--- config.mk ---
export PLATFORM = sky130hd
export DESIGN_NAME = vga_rect_writer
export DESIGN_NICKNAME = d
export VERILOG_FILES = /design/src/rtl/vga_rect_writer_pkg.sv /design/src/rtl/vga_rect_writer_address_translator.sv /design/src/rtl/vga_rect_writer.sv
export SDC_FILE = /design/constraint.sdc
export NUM_CORES = 1
export LEC_CHECK = 0
export BUFFER_PORTS_ARGS = -buffer_cell sky130_fd_sc_hd__buf_2
export CELL_PAD_IN_SITES_DETAIL_PLACEMENT = 2
export CELL_PAD_IN_SITES_GLOBAL_PLACEMENT = 2
export CORE_AREA = 4 4 133 135
export DETAILED_ROUTE_END_ITERATION = 8
export DIE_AREA = 0 0 137 139
export GPL_ROUTABILITY_DRIVEN = 0
export PLACE_DENSITY_LB_ADDON = 0.1
export SYNTH_ARGS = -nofsm -noshare
export SYNTH_HDL_FRONTEND = slang
export SYNTH_SLANG_ARGS = --single-unit
export TNS_END_PERCENT = 50
--- constraint.sdc ---
create_clock -name clock -period 5.8 [get_ports clock]
set_input_delay 0.58 -clock clock [delete_from_list [all_inputs] [get_ports clock]]
set_output_delay 0.58 -clock clock [all_outputs]
set_load 0.005 [all_outputs]
--- src/rtl/vga_rect_writer_pkg.sv ---
// ---------------------------------------------------------------------------
// vga_rect_writer_pkg
//   Shared definitions for the rectangle-fill write engine that feeds the
//   write port of the dual-port video RAM.
//   Contents:
//     state_t        FSM encoding (IDLE / CLIP / FILL)
//     xmax_of/ymax_of  visible screen size for the selected resolution
//     xw_of/yw_of/aw_of  coordinate and address widths for that resolution
//     cw_of          colour word width from channel depth / monochrome mode
// ---------------------------------------------------------------------------
package vga_rect_writer_pkg;

    typedef enum logic [1:0] {
        IDLE = 2'd0,
        CLIP = 2'd1,
        FILL = 2'd2
    } state_t;

    // Visible width in dots.
    function automatic int xmax_of(input bit low_res);
        return low_res ? 160 : 320;
    endfunction

    // Visible height in lines.
    function automatic int ymax_of(input bit low_res);
        return low_res ? 120 : 240;
    endfunction

    // Bits needed for an x coordinate (0 .. XMAX-1).
    function automatic int xw_of(input bit low_res);
        return low_res ? 8 : 9;
    endfunction

    // Bits needed for a y coordinate (0 .. YMAX-1).
    function automatic int yw_of(input bit low_res);
        return low_res ? 7 : 8;
    endfunction

    // Bits needed for a linear video RAM address (0 .. XMAX*YMAX-1).
    function automatic int aw_of(input bit low_res);
        return low_res ? 15 : 17;
    endfunction

    // Colour word width: one bit in monochrome, otherwise three channels.
    function automatic int cw_of(input bit mono, input int bits_per_channel);
        return mono ? 1 : 3 * bits_per_channel;
    endfunction

endpackage

--- src/rtl/vga_rect_writer_address_translator.sv ---
// ---------------------------------------------------------------------------
// vga_rect_writer_address_translator
//   Purely combinational (x, y) -> linear video RAM address converter,
//   address = y * XMAX + x. Shared by the fill engine so the multiply exists
//   exactly once.
//   Ports:
//     x        in   XW   column
//     y        in   YW   row
//     address  out  AW   linear address into the video RAM
// ---------------------------------------------------------------------------
module vga_rect_writer_address_translator
    import vga_rect_writer_pkg::*;
#(
    parameter int XW   = xw_of(1'b0),
    parameter int YW   = yw_of(1'b0),
    parameter int AW   = aw_of(1'b0),
    parameter int XMAX = xmax_of(1'b0)
)(
    input  logic [XW-1:0] x,
    input  logic [YW-1:0] y,
    output logic [AW-1:0] address
);

    // XMAX is a constant, so the product reduces to shifts and adds in
    // synthesis (320 = 256 + 64, 160 = 128 + 32).
    assign address = AW'(y) * AW'(XMAX) + AW'(x);

endmodule

--- src/rtl/vga_rect_writer.sv ---
// ---------------------------------------------------------------------------
// vga_rect_writer
//   Rectangle-fill engine for the VGA video memory. Accepts one fill command
//   per valid/ready handshake, clips it against the right and bottom screen
//   edges and then emits one video RAM write per clock in raster order.
//   Ports:
//     clock        in   1    system clock, everything on posedge
//     reset        in   1    synchronous, active-high
//     req_valid    in   1    command valid
//     req_ready    out  1    high only while idle
//     req_x/req_y  in   XW/YW  top-left corner of the rectangle
//     req_w/req_h  in   XW/YW  size in dots (0 = empty command)
//     req_color    in   CW   fill colour
//     mem_address  out  AW   video RAM write address (y*XMAX + x)
//     mem_data     out  CW   video RAM write data
//     mem_wren     out  1    write strobe, one dot per high cycle
//     busy         out  1    high while clipping or filling
//     done         out  1    one-cycle pulse when a command completes
// ---------------------------------------------------------------------------
module vga_rect_writer
    import vga_rect_writer_pkg::*;
#(
    parameter int    BITS_PER_COLOR_CHANNEL = 1,
    parameter string MONOCHROME             = "FALSE",
    parameter string RESOLUTION             = "320x240",
    localparam bit   LOW_RES = (RESOLUTION == "160x120"),
    localparam bit   MONO    = (MONOCHROME == "TRUE"),
    localparam int   XMAX    = xmax_of(LOW_RES),
    localparam int   YMAX    = ymax_of(LOW_RES),
    localparam int   XW      = xw_of(LOW_RES),
    localparam int   YW      = yw_of(LOW_RES),
    localparam int   AW      = aw_of(LOW_RES),
    localparam int   CW      = cw_of(MONO, BITS_PER_COLOR_CHANNEL)
)(
    input  logic          clock,
    input  logic          reset,
    input  logic          req_valid,
    output logic          req_ready,
    input  logic [XW-1:0] req_x,
    input  logic [YW-1:0] req_y,
    input  logic [XW-1:0] req_w,
    input  logic [YW-1:0] req_h,
    input  logic [CW-1:0] req_color,
    output logic [AW-1:0] mem_address,
    output logic [CW-1:0] mem_data,
    output logic          mem_wren,
    output logic          busy,
    output logic          done
);

    // Screen limits widened by one bit so x+w / y+h never overflow when
    // compared against them.
    localparam logic [XW:0] X_LIMIT = (XW+1)'(XMAX);
    localparam logic [YW:0] Y_LIMIT = (YW+1)'(YMAX);

    state_t        state_q,       state_d;
    logic [XW-1:0] x_q,           x_d;
    logic [YW-1:0] y_q,           y_d;
    logic [XW-1:0] w_q,           w_d;
    logic [YW-1:0] h_q,           h_d;
    logic [CW-1:0] color_q,       color_d;
    logic [XW-1:0] x_end_q,       x_end_d;
    logic [YW-1:0] y_end_q,       y_end_d;
    logic [XW-1:0] cur_x_q,       cur_x_d;
    logic [YW-1:0] cur_y_q,       cur_y_d;
    logic [AW-1:0] mem_address_q, mem_address_d;
    logic [CW-1:0] mem_data_q,    mem_data_d;
    logic          mem_wren_q,    mem_wren_d;
    logic          done_q,        done_d;

    logic [XW:0]   x_sum;
    logic [XW:0]   x_lim;
    logic [XW:0]   x_last;
    logic [YW:0]   y_sum;
    logic [YW:0]   y_lim;
    logic [YW:0]   y_last;
    logic [XW-1:0] clip_x_end;
    logic [YW-1:0] clip_y_end;
    logic          is_empty;

    logic [XW-1:0] nxt_x;
    logic [YW-1:0] nxt_y;
    logic [AW-1:0] nxt_address;

    // Clip the captured command against the right and bottom edges. When the
    // command turns out empty the end coordinates may wrap, but they are
    // never used in that case.
    always_comb begin
        x_sum      = {1'b0, x_q} + {1'b0, w_q};
        y_sum      = {1'b0, y_q} + {1'b0, h_q};
        x_lim      = (x_sum > X_LIMIT) ? X_LIMIT : x_sum;
        y_lim      = (y_sum > Y_LIMIT) ? Y_LIMIT : y_sum;
        x_last     = x_lim - 1'b1;
        y_last     = y_lim - 1'b1;
        clip_x_end = x_last[XW-1:0];
        clip_y_end = y_last[YW-1:0];
        is_empty   = (w_q == '0) || (h_q == '0) ||
                     ({1'b0, x_q} >= X_LIMIT) || ({1'b0, y_q} >= Y_LIMIT);
    end

    // Next dot in raster order. Leaving CLIP the first dot is the top-left
    // corner; inside FILL the cursor steps right and wraps to the start
    // column of the next row at the clipped right edge.
    always_comb begin
        nxt_x = cur_x_q;
        nxt_y = cur_y_q;
        if (state_q == CLIP) begin
            nxt_x = x_q;
            nxt_y = y_q;
        end else if (cur_x_q == x_end_q) begin
            nxt_x = x_q;
            nxt_y = cur_y_q + 1'b1;
        end else begin
            nxt_x = cur_x_q + 1'b1;
        end
    end

    vga_rect_writer_address_translator #(
        .XW   (XW),
        .YW   (YW),
        .AW   (AW),
        .XMAX (XMAX)
    ) u_translator (
        .x       (nxt_x),
        .y       (nxt_y),
        .address (nxt_address)
    );

    // FSM next-state and registered-output logic. The write strobe and done
    // pulse default low so they only last one cycle unless re-asserted;
    // address and data hold their last value between writes.
    always_comb begin
        state_d       = state_q;
        x_d           = x_q;
        y_d           = y_q;
        w_d           = w_q;
        h_d           = h_q;
        color_d       = color_q;
        x_end_d       = x_end_q;
        y_end_d       = y_end_q;
        cur_x_d       = cur_x_q;
        cur_y_d       = cur_y_q;
        mem_address_d = mem_address_q;
        mem_data_d    = mem_data_q;
        mem_wren_d    = 1'b0;
        done_d        = 1'b0;

        unique case (state_q)
            IDLE: begin
                if (req_valid) begin
                    x_d     = req_x;
                    y_d     = req_y;
                    w_d     = req_w;
                    h_d     = req_h;
                    color_d = req_color;
                    state_d = CLIP;
                end
            end

            CLIP: begin
                x_end_d = clip_x_end;
                y_end_d = clip_y_end;
                if (is_empty) begin
                    done_d  = 1'b1;
                    state_d = IDLE;
                end else begin
                    cur_x_d       = nxt_x;
                    cur_y_d       = nxt_y;
                    mem_address_d = nxt_address;
                    mem_data_d    = color_q;
                    mem_wren_d    = 1'b1;
                    state_d       = FILL;
                end
            end

            FILL: begin
                // The bottom-right dot has already been presented, so this
                // edge only closes the command.
                if ((cur_x_q == x_end_q) && (cur_y_q == y_end_q)) begin
                    done_d  = 1'b1;
                    state_d = IDLE;
                end else begin
                    cur_x_d       = nxt_x;
                    cur_y_d       = nxt_y;
                    mem_address_d = nxt_address;
                    mem_wren_d    = 1'b1;
                end
            end

            default: begin
                state_d = IDLE;
            end
        endcase
    end

    // State and output registers; reset abandons any command in flight
    // without a done pulse.
    always_ff @(posedge clock) begin
        if (reset) begin
            state_q       <= IDLE;
            x_q           <= '0;
            y_q           <= '0;
            w_q           <= '0;
            h_q           <= '0;
            color_q       <= '0;
            x_end_q       <= '0;
            y_end_q       <= '0;
            cur_x_q       <= '0;
            cur_y_q       <= '0;
            mem_address_q <= '0;
            mem_data_q    <= '0;
            mem_wren_q    <= 1'b0;
            done_q        <= 1'b0;
        end else begin
            state_q       <= state_d;
            x_q           <= x_d;
            y_q           <= y_d;
            w_q           <= w_d;
            h_q           <= h_d;
            color_q       <= color_d;
            x_end_q       <= x_end_d;
            y_end_q       <= y_end_d;
            cur_x_q       <= cur_x_d;
            cur_y_q       <= cur_y_d;
            mem_address_q <= mem_address_d;
            mem_data_q    <= mem_data_d;
            mem_wren_q    <= mem_wren_d;
            done_q        <= done_d;
        end
    end

    assign req_ready   = (state_q == IDLE);
    assign busy        = (state_q != IDLE);
    assign mem_address = mem_address_q;
    assign mem_data    = mem_data_q;
    assign mem_wren    = mem_wren_q;
    assign done        = done_q;

endmodule

### Yosys cells after proc, flatten, opt, wreduce, memory -nomap -nowiden

Index checks and enable logic that the tools add are counted.
W data, S select, Z words.

* input port bits: 40
* word-level logic and storage cells: 73
* register bits after elaboration: 95

* magnitude comparators: 4
* reduce and logical (&&, ||, !) cells: 13
* $add $sub $neg: 7
* equality and inequality tests: 8
* multiply operators: 1
* bitwise logic cells: 1
* muxes and demuxes: 25

Operator list (count)
* $mux W9: 5
* $mux W8: 5
* $mux W17: 2
* $pmux W17 S2: 1
* $pmux W9 S2: 1
* $add A17 B9 Y17: 1
* $pmux W8 S2: 1
* $mul A8 B3 Y11 const B: 1
* $add A9 B9 Y10: 1
* $gt A10 B9 Y1 const B: 1
* $add A8 B8 Y9: 1
* $add A9 B1 Y9 const B: 1
* $eq A9 B9 Y1: 1
* $ge A9 B9 Y1 const B: 1
* $gt A9 B8 Y1 const B: 1
* $logic_not A9 Y1: 1
* $sub A9 B1 Y9 const B: 1
* $add A8 B1 Y8 const B: 1
* $eq A8 B8 Y1: 1
* $ge A8 B8 Y1 const B: 1
* $logic_not A8 Y1: 1
* $ne A2 B2 Y1 const B: 4
* $sub A8 B1 Y8 const B: 1
* $mux W2: 3
* 12 further kinds: 21

### Depth between registers and ports, before layout

* depth after elaboration: 7
* mapped depth: 19
* mapped depth without buffers: 18

### Cells and area by module

From an unflattened synthesis, not the netlist that was laid out.

* cell total of the unflattened synthesis: 707
* area, all modules: 5839.4 um^2

Modules (own cells, without submodules)
* vga_rect_writer: times used 1, seq. area each 1901.8 um^2, area an instance 5170.0 um^2, cells an instance 627
* vga_rect_writer_address_translator: times used 1, seq. area each 0.0 um^2, area an instance 669.4 um^2, cells an instance 80

### Worst setup path after synthesis

Ideal clock, no wire load.

* path type: register -> register
* start point: reg cur_x_q[0]
* end point: reg mem_address_q[16], in the netlist mem_address[16]
* library setup time: 0.088 ns
* cell stages (with the launch flop): 19
* path slack: 1.690 ns
* buffers on the path: 1
* data arrival time: 4.022 ns
* clock period less this slack: 4.110 ns
* data required time: 5.712 ns
* cells stage by stage: dfxtp_1 > xor2_1 > nor4_4 > and3_1 > buf_4 > nand4_1 > xor2_1 > o21ai_0 > ha_1 > ha_1 > inv_1 > fa_1 > nor2b_1 > o31a_1 > o21ai_0 > or2b_2 > xnor2_2 > or4b_4 > a311oi_2

* word-level cells in the longest chain between the ends: 7

RTL lines
* start: declaration: RTL line vga_rect_writer.sv:64 `logic [XW-1:0] cur_x_q, cur_x_d;`
* start signal: assignment: RTL line vga_rect_writer.sv:223 `cur_x_q <= cur_x_d;`
* $eq A9 B9 Y1: RTL line vga_rect_writer.sv:110, vga_rect_writer.sv:179
* $mux W8: RTL line vga_rect_writer.sv:110 `end else if (cur_x_q == x_end_q) begin`
* $mux W8: RTL line vga_rect_writer.sv:107 `if (state_q == CLIP) begin`
* $mul A8 B3 Y11: RTL line vga_rect_writer_address_translator.sv:26 `assign address = AW'(y) * AW'(XMAX) + AW'(x);`
* $add A17 B9 Y17: RTL line vga_rect_writer_address_translator.sv:26
* $mux W17, on equally long branches: RTL line vga_rect_writer.sv:179, vga_rect_writer.sv:163
* $pmux W17 S2: RTL line vga_rect_writer.sv:148 `unique case (state_q)`
* end signal: assignment: RTL line vga_rect_writer.sv:225 `mem_address_q <= mem_address_d;`
* end: declaration: RTL line vga_rect_writer.sv:66 `logic [AW-1:0] mem_address_q, mem_address_d;`

Several ways; a longest one is shown, not always the timed one. The select of a mux whose other input is x is not followed.
A chain may end at the register's enable or synchronous reset.

### Worst setup path in the final report

Same ends and word-level chain as after synthesis.

==> flow_metrics.env <==
export IMPL_ys_seq_elements=89
export IMPL_hpwl_um=13380
export IMPL_ys_types=66
export IMPL_clk_pin_slew_ps=70
export IMPL_synthFlopType="dfxtp_1"
export IMPL_status="finished, final reports clean"
export IMPL_internal_power_w=0.001275
export IMPL_port_buffers=63
export IMPL_antenna_found_initial=0
export IMPL_vias_per_cell=5.289
export IMPL_fin_nets=820
export IMPL_clock_latency_ps=350
export IMPL_yosysWarnings=0
export IMPL_dieHeight_um=139
export IMPL_slew_limit_headroom_pct=27.54
export IMPL_utilization_pct=38.95
export IMPL_synth_nets=781
export IMPL_critPathMaxStageDelay_ps=520
export IMPL_power_leakage_nw=2.694
export IMPL_path_depth=17
export IMPL_setup_viol=0
export IMPL_drt_wl_total_um=17610
export IMPL_crit_buf_inv=1
export IMPL_async_reset_ff_share_pct=0
export IMPL_synth_edf_count=0
export IMPL_switching_power_w=0.0006930
export IMPL_pwr_share_seq_pct=36.7
export IMPL_hold_viol=0
export IMPL_pre_cts_slack_ps=1082
export IMPL_syn_avg_cell_area_um2=8.106
export IMPL_yosys_area_top_type="dfxtp_1"
export IMPL_rsz0062_at_grt="false"
export IMPL_power_density_nw_per_um2=306.8
export IMPL_grt_total_usage_pct=19.15
export IMPL_hold_path_class="flop to flop"
export IMPL_cts_buffers=9
export IMPL_grt_max_degree=48
export IMPL_fin_ws_ps=1089
export IMPL_swShare_pct=35.22
export IMPL_r2r_cells=17
export IMPL_clock_path_buffers=2
export IMPL_fin_crit_sh_pct=81.22
export IMPL_grt_pass1_vias=5568
export IMPL_r2r_start="cur_x_q[0]"
export IMPL_worst_ep_arrival_time_ps=4970
export IMPL_worstSetupPathType="flop to flop"
export IMPL_syn_to_final_growth_pct=13.03
export IMPL_cts_tree="built"
export IMPL_drive_gt1_share_pct=14.38
export IMPL_max_freq_mhz=212.3
export IMPL_crit_start="cur_x_q[0]"
export IMPL_syn_inst=700
export IMPL_grt_overflow_total=0
export IMPL_peakVddDrop_mv=0.1448
export IMPL_tightest_slew_ps=1087
export IMPL_crit_chain="xor2_1 > nor4_4 > and3_1 > nand4_1 > xor2_1 > o21ai_0 > ha_1 > ha_1 > inv_1 > fa_1 > nor2b_1 > o31a_1 > o21ai_0 > or2b_2 > xnor2_2 > or4b_4 > a311oi_2"
export IMPL_cp_max_fo=11
export IMPL_vias=5099
export IMPL_skew_ps=8.322
export IMPL_start_util_pct=34.46
export IMPL_maxCapViolations=0
export IMPL_comb_power_share_pct=30.2
export IMPL_crit_required_ps=6060
export IMPL_worstHoldStart="mem_address[12]"
export IMPL_cts_resized=0
export IMPL_postCtsSetupBuffers=0
export IMPL_drt_initial_drc_count=158
export IMPL_cp_end_kind="flop"
export IMPL_slew_violations=0
export IMPL_wl_per_cell_um=18.27
export IMPL_critical_path_top_delay_family="simple AND/OR/NAND/NOR gates"
export IMPL_antennaDiodeCount=0
export IMPL_period_minus_slack_ps=4711
export IMPL_io_pins=64
export IMPL_synth_area_top_cells="dfxtp_1, ha_1, nand2_1"
export IMPL_min_path_cells=2
export IMPL_cts_sinks=89
export IMPL_h_tree_depth=3
export IMPL_drtAntennaViolNets=0
export IMPL_die_area_um2=19040
export IMPL_synth_seq_area_share_pct=31.40
export IMPL_synthesis_area_um2=5674
export IMPL_cpMaxStageDelayCell="or4b_4"
export IMPL_firstDrtPassIters=4
export IMPL_synthTopCellsByCount="nand2_1, dfxtp_1, a21oi_1"
export IMPL_yosysTopAreaCellShare_pct=31.40
export IMPL_synth_most_common_cell="nand2_1"
export IMPL_grt_pass1_wl_um=29340
export IMPL_core_area_um2=16470
export IMPL_drc=0
export IMPL_clockPowerShare_pct=33.2
export IMPL_setup_tns_ps=0
export IMPL_hold_buffers=0
export IMPL_clock_root_buffer="clkbuf_16"
export IMPL_rows=47
export IMPL_startpoint_type="flop"
export IMPL_die_width_um=137
layout make-up:
type | instances | area, um2
clock buffers | 10 | 229.0
clock inverters | 6 | 90.09
fillers | 1921 | 10050
inverters | 19 | 71.32
multi-input cells | 552 | 3613
flip-flops and latches | 89 | 1782
well taps | 220 | 275.3
repair buffers | 68 | 352.8
worst register-to-register path, delay by kind of cell (launching register included):
family | cells | cell delay (ps)
adder cells (fa/ha/maj) | 3 | 720
buffers and inverters | 1 | 70
AND/OR/NAND/NOR | 6 | 1930
AO/OA/AOI/OAI | 4 | 970
flip-flops | 1 | 450
XOR/XNOR | 3 | 480
power groups by stage:
stage / registers, W / clock network (W) / logic (W)
finish: 0.000722 / 0.000653 / 0.000593
floorplan: 0.000716 / 0 / 0.000447
CTS: 0.000722 / 0.000669 / 0.000604
global route: 0.000730 / 0.000700 / 0.000664
detailed placement: 0.000736 / 0 / 0.000596
global placement: 0.000733 / 0 / 0.000573
cells in the final DEF, fill, tap and decap left out, types with 5 or more instances in the layout:
cell type  instances
nor4_1             5
o21ai_0           26
nand3_1           14
buf_2             63
dfxtp_1           89
xor2_1            29
a211oi_1           8
a311oi_1           9
mux2i_1           16
a21oi_1           76
buf_4              5
nand4_1            8
a21o_1             8
ha_1              37
inv_1             19
xnor2_1           28
clkbuf_16          9
nor2_1            58
and2_1             5
nand2b_1           5
nand2_1          118
nand3b_1           6
nor3_1            14
and3_1             7
nor2b_1            8
stage by stage:
stage | std cells | power (W) | instance area, um2 | hold slack [ps]
finish | 964 | 0.001968 | 6414 | 450.7
global route | 964 | 0.002095 | 6414 | 462.1
CTS | 964 | 0.001996 | 6414 | 452.0
detailed placement | 948 | 0.001332 | 6095 | 444.0
global placement | 948 | 0.001306 | 6095 | 436.1
floorplan | 700 | 0.001164 | 5674 | 435.7
kinds of logic after synthesis:
logic type | share of synthesized area (%)
AOI/OAI and AO/OA | 19.16
xor gates and xnor gates | 9.085
adders and majority gates | 9.570
buffers and inverters | 4.917
DFF | 31.40
muxes | 3.021
and+or+nand+nor | 22.84
sequential cells by signal, summed over array words and instances (netlist names), 3 cells and up:
name         flops
color_q          3
w_q              9
x_end_q          9
y_q              8
h_q              8
cur_y_q          8
y_end_q          8
mem_address     11
cur_x_q          9
mem_data         3
x_q              9
worst paths after layout:
check | end | slack [ps]
worst max-delay path | mem_address[16] | 1090
worst min-delay path | mem_address[12] | 450
worst max register to register | mem_address[16] | 1090
worst min register to register | mem_address[12] | 450
layer usage:
layer / share of wire [%] / routed length, um / vias to the layer above / GRT usage (%)
met5: 0 / 0 / - / 0
met4: 1.5 / 260 / 0 / 5.462
met3: 3.0 / 526 / 18 / 2.939
met2: 47 / 8217 / 70 / 31.24
met1: 49 / 8607 / 2486 / 26.11
li1: - / - / 2525 / -
Power figures use the tool's default switching activity.
